===== src/rtl/tlb_refill_walker_if.sv =====
// Memory read port of the TLB refill walker.
// The walker is the master: it raises mem_req with a word address and holds both until
// mem_ack; the slave returns mem_rdata together with mem_ack.
//   mem_req   - read request (master -> slave)
//   mem_addr  - word address of the read (master -> slave)
//   mem_ack   - read data valid (slave -> master)
//   mem_rdata - read data (slave -> master)
interface tlb_refill_walker_if;
    logic        mem_req;
    logic [31:0] mem_addr;
    logic        mem_ack;
    logic [31:0] mem_rdata;

    modport master (
        output mem_req,
        output mem_addr,
        input  mem_ack,
        input  mem_rdata
    );

    modport slave (
        input  mem_req,
        input  mem_addr,
        output mem_ack,
        output mem_rdata
    );
endinterface


===== src/rtl/tlb_refill_walker.sv =====
// Two-level hardware page-table walker for tlb_8_entry misses.
// A missed VPN selects a directory entry at {ptbase[31:12], vpn[19:10], 00}; a valid entry
// (bit 0) gives the PT frame, and the PTE at {frame, vpn[9:0], 00} (valid when bit 23) is
// written to the TLB through the random-write strobe. Invalid entries or a memory timeout
// end the walk with a fault pulse and cause code.
// Ports:
//   clk, clrn         - clock (rising edge), asynchronous active-low reset
//   miss_req/miss_vpn - refill request and the VPN that missed
//   ptbase            - page-directory physical base (bits [31:12] used)
//   sw_tlbw           - software TLB write in progress; it always wins the write port
//   mem               - memory read port (tlb_refill_walker_if.master)
//   pte_out/tlbwr     - PTE and one-cycle write strobe to the TLB
//   busy/done/fault   - walk in progress, fill-complete pulse, fault pulse
//   fault_cause       - 01 directory invalid, 10 PTE invalid, 11 timeout (valid with fault)
// Optional feature: define TLB_WALKER_DIR_CACHE_EN for a one-entry directory cache that
// skips the directory fetch when the VPN directory index and ptbase match the last fetch.
module tlb_refill_walker #(
    parameter int unsigned TIMEOUT = 255
) (
    input  logic                       clk,
    input  logic                       clrn,
    input  logic                       miss_req,
    input  logic [19:0]                miss_vpn,
    input  logic [31:0]                ptbase,
    input  logic                       sw_tlbw,
    tlb_refill_walker_if.master        mem,
    output logic [23:0]                pte_out,
    output logic                       tlbwr,
    output logic                       busy,
    output logic                       done,
    output logic                       fault,
    output logic [1:0]                 fault_cause
);
    localparam logic [7:0] TimeoutCnt = 8'(TIMEOUT);

    typedef enum logic [1:0] {StIdle, StDir, StPte, StFill} state_e;
    state_e state_q, state_d;

    logic [19:0] vpn_q;
    logic [19:0] pt_q;      // directory base frame captured at walk start
    logic [19:0] dir_q;     // PT frame from the directory entry
    logic [7:0]  cnt_q;
    logic [23:0] pte_q;
    logic        done_q, tlbwr_q, fault_q;
    logic [1:0]  cause_q;
    logic        done_d, fault_d;
    logic [1:0]  cause_d;

    logic        in_fetch, ack, start, expired, hit;
    logic [7:0]  cnt_inc;
    logic [19:0] hit_frame;
    logic        unused_ptbase_lo;

    assign unused_ptbase_lo = ^ptbase[11:0];

    assign in_fetch = (state_q == StDir) || (state_q == StPte);
    assign ack      = in_fetch && mem.mem_ack;
    assign cnt_inc  = cnt_q + 8'd1;
    assign expired  = (cnt_inc == TimeoutCnt);
    // No new walk in the cycle that carries the previous done/fault pulse.
    assign start    = (state_q == StIdle) && miss_req && !done_q && !fault_q;

`ifdef TLB_WALKER_DIR_CACHE_EN
    logic        cache_valid_q;
    logic [9:0]  cache_vtag_q;
    logic [19:0] cache_ptag_q, cache_frame_q, ptbase_prev_q;

    assign hit       = cache_valid_q && (cache_vtag_q == miss_vpn[19:10]) &&
                       (cache_ptag_q == ptbase[31:12]);
    assign hit_frame = cache_frame_q;

    always_ff @(posedge clk or negedge clrn) begin
        if (!clrn) begin
            cache_valid_q <= 1'b0;
            cache_vtag_q  <= '0;
            cache_ptag_q  <= '0;
            cache_frame_q <= '0;
            ptbase_prev_q <= '0;
        end else begin
            ptbase_prev_q <= ptbase[31:12];
            if (ptbase[31:12] != ptbase_prev_q) begin
                cache_valid_q <= 1'b0;
            end else if (state_q == StDir && ack && mem.mem_rdata[0]) begin
                cache_valid_q <= 1'b1;
                cache_vtag_q  <= vpn_q[19:10];
                cache_ptag_q  <= pt_q;
                cache_frame_q <= mem.mem_rdata[31:12];
            end
        end
    end
`else
    assign hit       = 1'b0;
    assign hit_frame = '0;
`endif

    // State register
    always_ff @(posedge clk or negedge clrn) begin
        if (!clrn) state_q <= StIdle;
        else       state_q <= state_d;
    end

    // Next-state logic
    always_comb begin
        state_d = state_q;
        unique case (state_q)
            StIdle: if (start) state_d = hit ? StPte : StDir;
            StDir: begin
                if (ack)          state_d = mem.mem_rdata[0] ? StPte : StIdle;
                else if (expired) state_d = StIdle;
            end
            StPte: begin
                if (ack)          state_d = mem.mem_rdata[23] ? StFill : StIdle;
                else if (expired) state_d = StIdle;
            end
            StFill: if (!sw_tlbw) state_d = StIdle;
            default: state_d = StIdle;
        endcase
    end

    // Outputs and next values of the registered pulses
    always_comb begin
        mem.mem_req  = in_fetch;
        mem.mem_addr = (state_q == StPte) ? {dir_q, vpn_q[9:0], 2'b00}
                                          : {pt_q, vpn_q[19:10], 2'b00};
        busy    = (state_q != StIdle);
        done_d  = 1'b0;
        fault_d = 1'b0;
        cause_d = cause_q;
        unique case (state_q)
            StDir: begin
                if (ack && !mem.mem_rdata[0]) begin
                    fault_d = 1'b1;
                    cause_d = 2'b01;
                end else if (!ack && expired) begin
                    fault_d = 1'b1;
                    cause_d = 2'b11;
                end
            end
            StPte: begin
                if (ack && !mem.mem_rdata[23]) begin
                    fault_d = 1'b1;
                    cause_d = 2'b10;
                end else if (!ack && expired) begin
                    fault_d = 1'b1;
                    cause_d = 2'b11;
                end
            end
            StFill: done_d = !sw_tlbw;
            default: ;
        endcase
    end

    // Walk datapath and registered pulses
    always_ff @(posedge clk or negedge clrn) begin
        if (!clrn) begin
            vpn_q   <= '0;
            pt_q    <= '0;
            dir_q   <= '0;
            cnt_q   <= '0;
            pte_q   <= '0;
            done_q  <= 1'b0;
            tlbwr_q <= 1'b0;
            fault_q <= 1'b0;
            cause_q <= 2'b00;
        end else begin
            done_q  <= done_d;
            tlbwr_q <= done_d;
            fault_q <= fault_d;
            cause_q <= cause_d;
            if (start) begin
                vpn_q <= miss_vpn;
                pt_q  <= ptbase[31:12];
                cnt_q <= '0;
                if (hit) dir_q <= hit_frame;
            end else if (state_q == StDir && ack && mem.mem_rdata[0]) begin
                dir_q <= mem.mem_rdata[31:12];
                cnt_q <= '0;
            end else if (state_q == StPte && ack && mem.mem_rdata[23]) begin
                pte_q <= mem.mem_rdata[23:0];
            end else if (in_fetch && !ack) begin
                cnt_q <= cnt_inc;
            end
        end
    end

    assign pte_out     = pte_q;
    assign tlbwr       = tlbwr_q;
    assign done        = done_q;
    assign fault       = fault_q;
    assign fault_cause = cause_q;
endmodule

===== src/flat_wrapper.sv =====
// flat-port wrapper written by rule: the top's interface ports become plain ports
module tlb_refill_walker_flat 
#(
    parameter int unsigned TIMEOUT = 255
)
  (clk, clrn, miss_req, miss_vpn, ptbase, sw_tlbw, pte_out, tlbwr, busy, done, fault, fault_cause, mem_mem_req, mem_mem_addr, mem_mem_ack, mem_mem_rdata);
  tlb_refill_walker_if mem_i ();
  input  logic clk;
  input  logic clrn;
  input  logic miss_req;
  input  logic [19:0] miss_vpn;
  input  logic [31:0] ptbase;
  input  logic sw_tlbw;
  output logic [23:0] pte_out;
  output logic tlbwr;
  output logic busy;
  output logic done;
  output logic fault;
  output logic [1:0] fault_cause;
  output wire logic [$bits(mem_i.mem_req)-1:0] mem_mem_req;
  output wire logic [$bits(mem_i.mem_addr)-1:0] mem_mem_addr;
  input wire logic [$bits(mem_i.mem_ack)-1:0] mem_mem_ack;
  input wire logic [$bits(mem_i.mem_rdata)-1:0] mem_mem_rdata;
  assign mem_mem_req = mem_i.mem_req;
  assign mem_mem_addr = mem_i.mem_addr;
  assign mem_i.mem_ack = mem_mem_ack;
  assign mem_i.mem_rdata = mem_mem_rdata;
  tlb_refill_walker #(.TIMEOUT(TIMEOUT)) u_core (.clk(clk), .clrn(clrn), .miss_req(miss_req), .miss_vpn(miss_vpn), .ptbase(ptbase), .sw_tlbw(sw_tlbw), .mem(mem_i), .pte_out(pte_out), .tlbwr(tlbwr), .busy(busy), .done(done), .fault(fault), .fault_cause(fault_cause));
endmodule

===== config.mk =====
export PLATFORM = sky130hd
export DESIGN_NAME = tlb_refill_walker_flat
export DESIGN_NICKNAME = d
export VERILOG_FILES = /design/src/rtl/tlb_refill_walker_if.sv /design/src/rtl/tlb_refill_walker.sv /design/src/flat_wrapper.sv
export SDC_FILE = /design/constraint.sdc
export NUM_CORES = 1
export LEC_CHECK = 0
export ABC_AREA = 1
export BUFFER_PORTS_ARGS = -buffer_cell sky130_fd_sc_hd__buf_2
export CORE_MARGIN = 1.5
export CORE_UTILIZATION = 56
export CTS_BUF_LIST = sky130_fd_sc_hd__clkbuf_2 sky130_fd_sc_hd__clkbuf_4 sky130_fd_sc_hd__clkbuf_8
export CTS_CLUSTER_DIAMETER = 50
export DETAILED_ROUTE_END_ITERATION = 6
export GPL_ROUTABILITY_DRIVEN = 0
export GPL_TIMING_DRIVEN = 0
export MAX_ROUTING_LAYER = met4
export PLACE_DENSITY = 0.93
export SLEW_MARGIN = 15
export SYNTH_ARGS = -nofsm -noshare
export SYNTH_HDL_FRONTEND = slang
export SYNTH_SLANG_ARGS = --single-unit

===== constraint.sdc =====
create_clock -name clk -period 3.8 [get_ports clk]
set_input_delay 0.38 -clock clk [delete_from_list [all_inputs] [get_ports clk]]
set_output_delay 0.38 -clock clk [all_outputs]
set_load 0.05 [all_outputs]

======== After elaboration in Yosys (flattened, before gate mapping) ========
Index checks and enable logic that the tools add are counted.
cells by class
  add/sub/neg operators ................... 1
  equality and inequality tests ........... 7
  mux-type cells .......................... 22
  bitwise operators ....................... 2
  reduce and logical (&&, ||, !) cells .... 27
operators by type and width
  cell                                                                    count
  32-bit 2-to-1 mux                                                       1
  8-bit 2-to-1 mux                                                        4
  2-bit 2-to-1 mux                                                        10
  1-bit logical AND                                                       12
  8-bit by 1-bit adder with 8-bit output (second input constant)          1
  8-bit equality test (second input constant)                             1
  2-bit case mux with 4 select lines                                      1
  1-bit zero test                                                         6
  2-bit AND reduction                                                     3
  2-bit equality test (second input constant)                             2
  1-bit 2-to-1 mux                                                        4
  2-bit case mux with 2 select lines                                      1
  2-bit nonzero test                                                      2
  3-bit by 1-bit != test with 1-bit output (second input constant)        1
  3-bit AND reduction                                                     1
  3-bit nonzero test                                                      1
  2-bit by 1-bit equality test with 1-bit output (second input constant)  1
  2-bit zero test                                                         1
  2-bit by 1-bit != test with 1-bit output (second input constant)        1
  2-bit != test (second input constant)                                   1
  1-bit NOT                                                               2
  1-bit case mux with 2 select lines                                      1
  1-bit logical OR                                                        1
word-level totals
  flip-flop bits (word level) ............. 98
  bits of input ports ..................... 89
  output and inout bits ................... 63

======== Logic depth before layout (Yosys ltp) ========
  word-level depth ........................ 9
  depth in mapped cells ................... 11

======== Least setup slack after synthesis ========
Ideal clock, no wire load.
  kind .................................... reg-to-reg
  start ................................... register u_core.state_q[0]
  end ..................................... register u_core.pte_q[10], in the netlist u_core.pte_out[10]
  library setup time ...................... 0.125 ns
  arrival ................................. 2.023 ns
  data required time ...................... 3.675 ns
  setup slack ............................. 1.652 ns
  cell stages (with the launch flop) ...... 8
  clock period less this slack ............ 2.148 ns
  cell sequence ........................... dfrtp_1 -> inv_1 -> ha_1 -> nand2_1 -> nor3_2 -> nand2_4 -> buf_6 -> mux2_4
between the ends
  cells in the longest elaborated chain, start to end .. 7
  elaborated cells on any way between the ends .. 15
RTL lines
  what                                                                                   RTL line                  RTL
  start: declaration                                                                     tlb_refill_walker.sv:37   state_e state_q, state_d;
  start signal: assignment                                                               tlb_refill_walker.sv:98   if (!clrn) state_q <= StIdle;
  start signal: assignment                                                               tlb_refill_walker.sv:99   else state_q <= state_d;
  2-bit by 1-bit equality test with 1-bit output or 2-bit equality test (tied branches)  tlb_refill_walker.sv:56   assign in_fetch = (state_q == StDir) || (state_q == StPte);
  1-bit logical OR (*)                                                                   tlb_refill_walker.sv:56
  net mem_mem_req                                                                        flat_wrapper.sv:20        output wire logic [$bits(mem_i.mem_req)-1:0] mem_mem_req;
  1-bit logical AND (*)                                                                  tlb_refill_walker.sv:57   assign ack = in_fetch && mem.mem_ack;
  1-bit logical AND (2 in a row)                                                         tlb_refill_walker.sv:175  end else if (state_q == StDir && ack && mem.mem_rdata[0]) begin
  1-bit NOT (no line)                                                                    n/a
  3-bit AND reduction (no line) (*)                                                      n/a
  end signal: assignment                                                                 tlb_refill_walker.sv:179  pte_q <= mem.mem_rdata[23:0];
  end: declaration                                                                       tlb_refill_walker.sv:43   logic [23:0] pte_q;
The timed path passes the listed nets; every way through them passes the cells marked *.
A chain may end at the register's enable or synchronous reset.

======== Worst setup path after layout ========
  start ................................... register u_core.state_q[0]
  end ..................................... output port mem_mem_addr[19]
between the ends
  cells in the longest elaborated chain, start to end .. 2
RTL lines
  what                 RTL line                  RTL
  2-bit equality test  tlb_refill_walker.sv:123  mem.mem_addr = (state_q == StPte) ? {dir_q, vpn_q[9:0], 2'b00}
  32-bit 2-to-1 mux    tlb_refill_walker.sv:123
  end: declaration     flat_wrapper.sv:21        output wire logic [$bits(mem_i.mem_addr)-1:0] mem_mem_addr;
Every way passes these cells.

==> qor.txt <==
CP endpoint kind: output pin
later-pin clock latency in the skew report: 360 ps
Finish-stage setup viols: 0
DR pass1 iterations: 6
die area: 0.00850 mm²
clock sink count: 98
power density over the cells: 899 mW/mm²
r2r endpoint: u_core.dir_q[16]$_DFFE_PN0P_
Data arrival, critical path: 2220 ps
worst slew pin tran: 530 ps
sequential area share after synthesis: 0.550
Vias/cell: 5.04
Setup WS post-layout: 1200 ps
library cells used by synthesis: 28
Total Routed Length: 10800 µm
asr flop ratio synth: 1.00
ANT nets after route: 0
Layout Nets: 779
Filler cells: 606
Routed wire per std cell: 13.7 µm
CTS tree: done
Post-Place Cell Area: 0.00530 mm²
Max clock buf depth: 2
P&R area growth vs syn: 23.2%
Initial Util: 0.577
area share of the largest cell type after synthesis: 0.550
Final Hold Vio Count: 0
Die H: 92.2 µm
syn avg cell area: 8.38 µm²
Max Cap Violations: 0
synthesized area: 0.00446 mm²
initial antenna violation count: 0
htree depth: 3
fin. max-slew vios: 0
clock-pin slew on the worst setup and hold paths: 90 ps
row count: 32
worst hold start: sw_tlbw
LEAKAGE: 3.16 nW
critical path class: flop to output pin
Ant. Diodes: 0
GR Overflow Total: 0
design area: 0.00549 mm²
Multi-input gate area: 0.00176 mm²
IO Pins: 152
die width: 92.2 µm
outcome: finished, final reports clean
Hold Path Depth: 2
DRC errors left: 0
synth top area cells: dfrtp_1, nand2_1, o21ai_0, inv_1, mux2_2
pin count of the biggest net entering global routing: 59
CP startpoint kind: flop
worst rel slew slack: 0.647
setup TNS: 0 ps
Place WS: 1520 ps
Syn Inst Count: 532
clk_skew: 11.6 ps
CP max FO: 10
fmax: 384 MHz
Critical R2R Launch: u_core.state_q[0]$_DFFE_PN0P_
Vias: 3980
CTS resizes: 0
clock root buffer: clkbuf_8
core area: 0.00773 mm²
Iter 0 DRT Violations: 270
Hold Crit Class: input pin to flop
share of cells above drive strength 1: 0.270
flip-flop and latch area: 0.00245 mm²
Peak VDD IR: 0.000540 V
EDFF count, synth: 0
HPWL after detailed placement: 8190 µm
overall routing resource usage: 0.276
RSZ-0062 raised after global routing: no
Final Cycle Share: 0.685
number of global-route vias before repair: 3862
I/O Buffers: 137
yosys warns: 0
Post-Route Utilization: 0.710
R2R Setup Slk: 1490 ps
register bit total from synthesis: 98
Num CTS Buffers: 9
first-pass GRT wire length: 17800 µm
fin crit period: 2600 ps
WHS Endpoint: u_core.done$_DFF_PN0_
Synth area leader: dfrtp_1
commonest non-fill, non-tap cell in the layout: nand2_1
commonest cells after routing, fill and taps aside: nand2_1, buf_2, dfrtp_1
reg2reg path depth: 8
top_reg_cell synth: dfrtp_1
Worst EP required: 3420 ps
## per-layer routing
metal	up-vias	share of wire	global-route usage
met2	164	0.50	0.453
met4	0	0.012	0.0872
met3	13	0.063	0.0390
li1	1930	-	-
met1	1873	0.43	0.357
met5	-	0	-
## worst max-delay path: stages, from the launching register on
cell	delay [ps]
dfrtp_1	410
inv_1	110
ha_1	200
buf_2	160
inv_2	120
clkbuf_1	390
nand2_1	90
nand2_1	120
buf_2	270
## kinds of logic after synthesis
group	count (synthesis)	share of synthesized area
buffers and inverters	59	0.0562
AOI/OAI and AO/OA	39	0.0452
and+or+nand+nor	307	0.272
other	1	0.000842
adders and majority gates	7	0.0197
xor gates and xnor gates	2	0.00393
muxes	19	0.0522
DFF	98	0.550
## final cells by class
cell class | instances | area share
clock inverter | 7 | 0.00957
buffer | 24 | 0.0217
timing repair buffer | 139 | 0.132
clock buffer | 9 | 0.0226
inverter | 35 | 0.0239
multi-input combinational | 376 | 0.320
sequential | 98 | 0.447
tap | 102 | 0.0233
## worst max path at each step
| stage | cells after the start | end | from |
|---|---|---|---|
| finish | 8 | mem_mem_addr[19] | u_core.state_q[0]$_DFFE_PN0P_ |
| global route | 8 | mem_mem_addr[12] | u_core.state_q[0]$_DFFE_PN0P_ |
| CTS | 8 | mem_mem_addr[18] | u_core.state_q[0]$_DFFE_PN0P_ |
| detailed placement | 8 | u_core.dir_q[16]$_DFFE_PN0P_ | u_core.state_q[0]$_DFFE_PN0P_ |
| global placement | 1 | u_core.vpn_q[14]$_DFFE_PN0P_ | clrn |
| floorplan | 7 | u_core.pte_out[10]$_DFFE_PN0P_ | u_core.state_q[0]$_DFFE_PN0P_ |
## cells in the mapped netlist, types with 2 or more instances
| cell | n |
|---|---|
| a21oi_1 | 4 |
| buf_2 | 4 |
| buf_4 | 4 |
| clkbuf_1 | 14 |
| dfrtp_1 | 98 |
| ha_1 | 7 |
| inv_1 | 33 |
| inv_2 | 2 |
| mux2_1 | 6 |
| mux2_2 | 8 |
| mux2_4 | 5 |
| nand2_1 | 272 |
| nand3_1 | 9 |
| nand4_1 | 2 |
| nor2_1 | 17 |
| o21ai_0 | 31 |
| o22ai_1 | 3 |
| or2_2 | 2 |
| xor2_1 | 2 |
## metrics by stage
step	total power, W	instances	hold WS [ps]
floorplan	0.00368	533	84.4
global placement	0.00423	772	443
detailed placement	0.00434	773	389
CTS	0.00496	790	169
global route	0.00525	790	189
finish	0.00494	790	177
## sequential cells by signal (all words and copies together), names as in the netlist
name                flops
u_core.fault            1
u_core.dir_q           20
u_core.done             1
u_core.pt_q            20
u_core.cnt_q            8
u_core.fault_cause      2
u_core.vpn_q           20
u_core.pte_out         24
u_core.state_q          2
## report_power, final
| part | leakage [nW] | switching (W) | internal [W] |
|---|---|---|---|
| Sequential | 1.24 | 0.000253 | 0.00148 |
| Clock | 0.0900 | 0.000371 | 0.000243 |
| Combinational | 1.83 | 0.00193 | 0.000656 |
| Total | 3.16 | 0.00256 | 0.00238 |
## what timing repair did
action,in CTS,in global routing
setup buffers,0,0
endpoints found under the hold margin,1,0
hold buffers,1,0
(Power assumes the default switching activity.)
